**src/rtl/alu_operand_loader_if.sv**
```systemverilog
// Bundle between the switch/button front panel and the operand loader's ALU-facing outputs.
interface alu_operand_loader_if #(
  parameter int unsigned N = 4
);
  logic [N-1:0] sw;
  logic         btn_next;
  logic         btn_back;
  logic [N-1:0] a;
  logic [N-1:0] b;
  logic [N-1:0] data_shifts;
  logic [N-1:0] shift_number;
  logic [3:0]   operation;
  logic         go;
  logic         op_error;
  logic [1:0]   state_o;

  modport master (
    output sw, btn_next, btn_back,
    input  a, b, data_shifts, shift_number, operation, go, op_error, state_o
  );

  modport slave (
    input  sw, btn_next, btn_back,
    output a, b, data_shifts, shift_number, operation, go, op_error, state_o
  );
endinterface

```
**src/rtl/alu_operand_loader.sv**
```systemverilog
// Lab ALU front-end: debounced next/back buttons step through loading A, B and the opcode
// from the switches, holding them in registers that feed the ALU directly.
module alu_operand_loader #(
  parameter int unsigned N               = 4,
  parameter int unsigned DEBOUNCE_CYCLES = 4
) (
  input  logic               clk,
  input  logic               rst,
  alu_operand_loader_if.slave bus
);
  localparam int unsigned CNT_W = $clog2(DEBOUNCE_CYCLES + 1);
  localparam int unsigned NBTN  = 2;
  localparam int unsigned OP_W  = 4;
  localparam logic [OP_W-1:0]  OP_MOD   = OP_W'(5);
  localparam logic [CNT_W-1:0] CNT_LAST = CNT_W'(DEBOUNCE_CYCLES - 1);

  typedef enum logic [1:0] {
    LOAD_A  = 2'd0,
    LOAD_B  = 2'd1,
    LOAD_OP = 2'd2,
    SHOW    = 2'd3
  } state_e;

  // Bit 0 is the next button, bit 1 the back button.
  logic [NBTN-1:0]  sync1_q, sync1_d;
  logic [NBTN-1:0]  sync2_q, sync2_d;
  logic [NBTN-1:0]  level_q, level_d;
  logic [NBTN-1:0]  level_dly_q, level_dly_d;
  logic [NBTN-1:0]  armed_q, armed_d;
  logic [NBTN-1:0]  press_q, press_d;
  logic [CNT_W-1:0] cnt_q [NBTN];
  logic [CNT_W-1:0] cnt_d [NBTN];
  logic [1:0]       fill_q, fill_d;

  state_e          state_q, state_d;
  logic [N-1:0]    a_q, a_d;
  logic [N-1:0]    b_q, b_d;
  logic [OP_W-1:0] op_q, op_d;
  logic            go_q, go_d;
  logic            op_error_q, op_error_d;

  logic            next_c;
  logic            back_c;
  logic [OP_W-1:0] op_sw_c;

  assign next_c  = press_q[0] & ~press_q[1];
  assign back_c  = press_q[1] & ~press_q[0];
  assign op_sw_c = bus.sw[OP_W-1:0];

  // Synchronize, debounce and edge-detect both buttons.
  // fill_q marks when the sync chain holds real post-reset samples, so a button held
  // through reset cannot arm itself from the cleared sync flops.
  always_comb begin
    sync1_d     = {bus.btn_back, bus.btn_next};
    sync2_d     = sync1_q;
    fill_d      = {fill_q[0], 1'b1};
    level_d     = level_q;
    level_dly_d = level_q;
    armed_d     = armed_q;
    press_d     = level_q & ~level_dly_q & armed_q;
    for (int i = 0; i < int'(NBTN); i++) begin
      cnt_d[i] = '0;
      if (sync2_q[i] != level_q[i]) begin
        if (cnt_q[i] == CNT_LAST) begin
          level_d[i] = ~level_q[i];
        end else begin
          cnt_d[i] = cnt_q[i] + CNT_W'(1);
        end
      end
      if (fill_q[1] && !sync2_q[i] && !level_q[i]) begin
        armed_d[i] = 1'b1;
      end
    end
  end

  // Load sequencer; next and back together cancel each other.
  always_comb begin
    state_d    = state_q;
    a_d        = a_q;
    b_d        = b_q;
    op_d       = op_q;
    go_d       = 1'b0;
    op_error_d = 1'b0;
    case (state_q)
      LOAD_A: begin
        if (next_c) begin
          a_d     = bus.sw;
          state_d = LOAD_B;
        end
      end
      LOAD_B: begin
        if (next_c) begin
          b_d     = bus.sw;
          state_d = LOAD_OP;
        end else if (back_c) begin
          state_d = LOAD_A;
        end
      end
      LOAD_OP: begin
        if (next_c) begin
          // Reject undefined opcodes and a remainder operation with a zero divisor.
          if ((op_sw_c > OP_MOD) || ((op_sw_c == OP_MOD) && (b_q == '0))) begin
            op_error_d = 1'b1;
          end else begin
            op_d    = op_sw_c;
            go_d    = 1'b1;
            state_d = SHOW;
          end
        end else if (back_c) begin
          state_d = LOAD_B;
        end
      end
      SHOW: begin
        if (next_c) begin
          state_d = LOAD_A;
        end else if (back_c) begin
          state_d = LOAD_OP;
        end
      end
      default: state_d = LOAD_A;
    endcase
  end

  always_ff @(posedge clk) begin
    if (rst) begin
      sync1_q     <= '0;
      sync2_q     <= '0;
      level_q     <= '0;
      level_dly_q <= '0;
      armed_q     <= '0;
      press_q     <= '0;
      fill_q      <= '0;
      for (int i = 0; i < int'(NBTN); i++) begin
        cnt_q[i] <= '0;
      end
      state_q    <= LOAD_A;
      a_q        <= '0;
      b_q        <= '0;
      op_q       <= '0;
      go_q       <= 1'b0;
      op_error_q <= 1'b0;
    end else begin
      sync1_q     <= sync1_d;
      sync2_q     <= sync2_d;
      level_q     <= level_d;
      level_dly_q <= level_dly_d;
      armed_q     <= armed_d;
      press_q     <= press_d;
      fill_q      <= fill_d;
      for (int i = 0; i < int'(NBTN); i++) begin
        cnt_q[i] <= cnt_d[i];
      end
      state_q    <= state_d;
      a_q        <= a_d;
      b_q        <= b_d;
      op_q       <= op_d;
      go_q       <= go_d;
      op_error_q <= op_error_d;
    end
  end

  assign bus.a            = a_q;
  assign bus.b            = b_q;
  assign bus.data_shifts  = a_q;
  assign bus.shift_number = b_q;
  assign bus.operation    = op_q;
  assign bus.go           = go_q;
  assign bus.op_error     = op_error_q;
  assign bus.state_o      = state_q;
endmodule

```
**src/flat_wrapper.sv**
```systemverilog
// flat-port wrapper written by rule: the top's interface ports become plain ports
module alu_operand_loader_flat 
#(
  parameter int unsigned N               = 4,
  parameter int unsigned DEBOUNCE_CYCLES = 4
)
  (clk, rst, bus_sw, bus_btn_next, bus_btn_back, bus_a, bus_b, bus_data_shifts, bus_shift_number, bus_operation, bus_go, bus_op_error, bus_state_o);
  alu_operand_loader_if #(.N(N)) bus_i ();
  input  logic clk;
  input  logic rst;
  input wire logic [$bits(bus_i.sw)-1:0] bus_sw;
  input wire logic [$bits(bus_i.btn_next)-1:0] bus_btn_next;
  input wire logic [$bits(bus_i.btn_back)-1:0] bus_btn_back;
  output wire logic [$bits(bus_i.a)-1:0] bus_a;
  output wire logic [$bits(bus_i.b)-1:0] bus_b;
  output wire logic [$bits(bus_i.data_shifts)-1:0] bus_data_shifts;
  output wire logic [$bits(bus_i.shift_number)-1:0] bus_shift_number;
  output wire logic [$bits(bus_i.operation)-1:0] bus_operation;
  output wire logic [$bits(bus_i.go)-1:0] bus_go;
  output wire logic [$bits(bus_i.op_error)-1:0] bus_op_error;
  output wire logic [$bits(bus_i.state_o)-1:0] bus_state_o;
  assign bus_i.sw = bus_sw;
  assign bus_i.btn_next = bus_btn_next;
  assign bus_i.btn_back = bus_btn_back;
  assign bus_a = bus_i.a;
  assign bus_b = bus_i.b;
  assign bus_data_shifts = bus_i.data_shifts;
  assign bus_shift_number = bus_i.shift_number;
  assign bus_operation = bus_i.operation;
  assign bus_go = bus_i.go;
  assign bus_op_error = bus_i.op_error;
  assign bus_state_o = bus_i.state_o;
  alu_operand_loader #(.N(N), .DEBOUNCE_CYCLES(DEBOUNCE_CYCLES)) u_core (.clk(clk), .rst(rst), .bus(bus_i));
endmodule
```
**config.mk**
```make
export PLATFORM = sky130hd
export DESIGN_NAME = alu_operand_loader_flat
export DESIGN_NICKNAME = d
export VERILOG_FILES = /design/src/rtl/alu_operand_loader_if.sv /design/src/rtl/alu_operand_loader.sv /design/src/flat_wrapper.sv
export SDC_FILE = /design/constraint.sdc
export NUM_CORES = 1
export LEC_CHECK = 0
export CELL_PAD_IN_SITES_DETAIL_PLACEMENT = 0
export CELL_PAD_IN_SITES_GLOBAL_PLACEMENT = 2
export CORE_MARGIN = 4
export CORE_UTILIZATION = 31
export DETAILED_ROUTE_END_ITERATION = 8
export HOLD_SLACK_MARGIN = 0.1
export PLACE_DENSITY_LB_ADDON = 0.08
export SYNTH_ARGS = -nofsm -noshare
export SYNTH_HDL_FRONTEND = slang
export SYNTH_SLANG_ARGS = --single-unit
export TNS_END_PERCENT = 1
```
**constraint.sdc**
```tcl
create_clock -name clk -period 1.5 [get_ports clk]
set_input_delay 0.3 -clock clk [delete_from_list [all_inputs] [get_ports clk]]
set_output_delay 0.3 -clock clk [all_outputs]
set_load 0.005 [all_outputs]
```
==> results.json <==
{
  "slowest_stage": "clkdlybuf4s50_1",
  "place.gp.congestion": 0.702,
  "yosys_warnings": 0,
  "cp-start-kind": "flip-flop",
  "yosysTopAreaCellShare": 0.500,
  "initial_core_util": 0.327,
  "post_drt_via_cell_ratio": 4.43,
  "ant_nets": 0,
  "yosys_register_bits": 36,
  "tightestPinTransition_ps": 424,
  "yosysTopAreaCell": "dfxtp_1",
  "crit_path_end_kind": "primary output",
  "first_iter_violations": 19,
  "antenna_cells": 0,
  "synth-main-ff-cell": "dfxtp_1",
  "grt_max_degree": 12,
  "postCtsSetupRepairBufs": 0,
  "synth_area_leaders": "dfxtp_1 50%, mux2i_1 9.7%, nor2_1 5.2%, buf_4 4.2%, ha_1 3.5%",
  "coreArea_mm2": 0.00441,
  "layout-drive-gt1-share": 0.187,
  "clk_path_buf_depth": 2,
  "first_pass_iters": 4,
  "setup_viol": 0,
  "status": "finished clean",
  "synth_cell_types": 29,
  "maxSlewHeadroom": 0.716,
  "route.vias.total": 989,
  "cp.arrival_ps": 1150,
  "hold_path.class": "flip-flop to flip-flop",
  "cts_tree": "yes",
  "grt_pass1_wl_mm": 4.69,
  "grt_overflow_total": 0,
  "layout_commonest_cell": "clkdlybuf4s50_1",
  "syn_avg_cell_area_um2": 10.7,
  "wl_met2_mm": 1.24,
  "synthCells": 135,
  "worstSetupPathType": "flip-flop to primary output",
  "grt_setup_unrepaired": "true",
  "finalCritPeriodShare": 0.970,
  "wl_met1_mm": 1.30,
  "numClockSinks": 36,
  "yosysSeqAreaShare": 0.500,
  "met3_length_um": 146,
  "synth.net_count": 147,
  "hold_viol_final": 0,
  "cts_made_buffers": 5,
  "slew_viol_final": 0,
  "crit_chain": "clkdlybuf4s50_1",
  "rows": 24,
  "areaGrowthSynthToFinish_pct": 35.1,
  "cp.required_ps": 1200,
  "worst_clock_skew_ps": 3.59,
  "nNetsFinal": 183,
  "crit_buf_inv": 1,
  "top_layer_used": "met4",
  "p_leak_nw": 0.743,
  "antenna_found_initial": 0,
  "tns_ps": 0,
  "hpwl_mm": 2.11,
  "ctsHoldBuffers": 0,
  "die_area_mm2": 0.00580,
  "cap_violations": 0,
  "period_needed_ps": 1450,
  "crit_path_max_fanout": 4,
  "clock_latency_ps": 280,
  "cpPeakStageDelay_ps": 500,
  "pre_cts_ws_ps": -114,
  "cts-root-buf": "clkbuf_8",
  "io_buffers": 31,
  "power.density_mw_per_mm2": 920,
  "totalWireLength_mm": 2.72,
  "vdd_ir_drop_max_v": 0.000526,
  "synth_edf_count": 0,
  "die_y_um": 76.2,
  "async_reset_ff_frac": 0,
  "final_cell_mix": "28 x clkdlybuf4s50_1, 27 x dfxtp_1, 20 x nor2_1, 14 x mux2i_1, 10 x buf_4",
  "track_usage": 0.101,
  "drc": 0,
  "htree_levels": 2,
  "cts.clk_slew.worst_paths_ps": 70,
  "wire_per_inst_um": 12.2,
  "clock.fmax_mhz": 687,
  "synth.cell_area_mm2": 0.00144,
  "die_w_um": 76.2,
  "crit_family": "buffers and inverters",
  "setup_ws_ps": 45.3,
  "grt_pass1_vias": 1022,
  "io-pin-count": 32
}
[stage by stage]
step | power [mW] | cells | instance area [µm²] | hold WS [ps] | utilization
floorplan | 1.03 | 135 | 1440 | 399 | -
global placement | 1.09 | 216 | 1820 | 406 | 0.413
detailed placement | 1.09 | 216 | 1820 | 420 | 0.413
CTS | 1.83 | 223 | 1930 | 430 | 0.438
global route | 1.87 | 223 | 1950 | 462 | 0.441
finish | 1.79 | 223 | 1950 | 422 | 0.441
[sequential cells by signal, summed over array words and instances, names as in the netlist, 2 cells and up]
register / cells
u_core.bus.operation: 4
u_core.armed_q: 2
u_core.sync2_q: 2
u_core.bus.a: 4
u_core.level_dly_d: 2
u_core.sync1_q: 2
u_core.level_dly_q: 2
u_core.press_q: 2
u_core.cnt_q: 6
u_core.bus.b: 4
u_core.bus.state_o: 2
u_core.fill_q: 2
[logic make-up (layout without fill, tap and decap cells)]
| kind of cell | count (synthesis) | in the layout | synth area share |
|---|---|---|---|
| mux | 14 | 14 | 0.0972 |
| buf+inv | 19 | 55 | 0.0764 |
| fa+ha+maj | 4 | 4 | 0.0347 |
| flops | 36 | 36 | 0.500 |
| compound gates | 10 | 10 | 0.0573 |
| simple gates | 50 | 50 | 0.222 |
| xor+xnor | 2 | 2 | 0.0122 |
[layout make-up]
| type | instances | area [µm²] |
|---|---|---|
| multi-input combinational | 80 | 611 |
| inverter | 6 | 22.5 |
| tap | 52 | 65.1 |
| clock buffer | 7 | 96.3 |
| timing repair buffer | 42 | 405 |
| sequential | 36 | 747 |
| fill | 403 | 2470 |
[worst paths after layout]
| check | from | endpoint | slack (ps) | cells after the start |
|---|---|---|---|---|
| min | u_core.cnt_q[0][0] | u_core.cnt_q[0][0] | 420 | 1 |
| max | u_core.bus.b[2] | bus_shift_number[2] | 50 | 1 |
| max reg2reg | u_core.press_q[1] | u_core.bus.operation[2] | 210 | 3 |
| min reg2reg | u_core.cnt_q[0][0] | u_core.cnt_q[0][0] | 420 | 1 |
[what timing repair did]
item,CTS,global route
cloned,0,0
resized for setup,11,7
pin swaps,0,0
endpoints found under the setup margin,10,13
[layer usage]
| metal | track usage | vias up |
|---|---|---|
| met2 | 0.151 | 16 |
| li1 | - | 509 |
| met5 | 0 | - |
| met3 | 0.0437 | 4 |
| met4 | 0.0524 | 0 |
| met1 | 0.121 | 460 |
[power breakdown]
part,internal (mW),switching [mW]
logic,0.0527,0.0400
registers,0.958,0.00622
clock network,0.409,0.325
[synthesized netlist by cell type (all sizes together) (2+ instances only)]
cell type,number
a21o,2
nor4b,2
nand2,7
nand2b,2
mux2i,14
buf,12
nor2,20
dfxtp,36
ha,4
xnor2,2
and3b,2
nor3b,3
nor3,2
or3,2
inv,6
a21oi,4
nor2b,7
No activity file was read; power rests on OpenSTA's default activity.
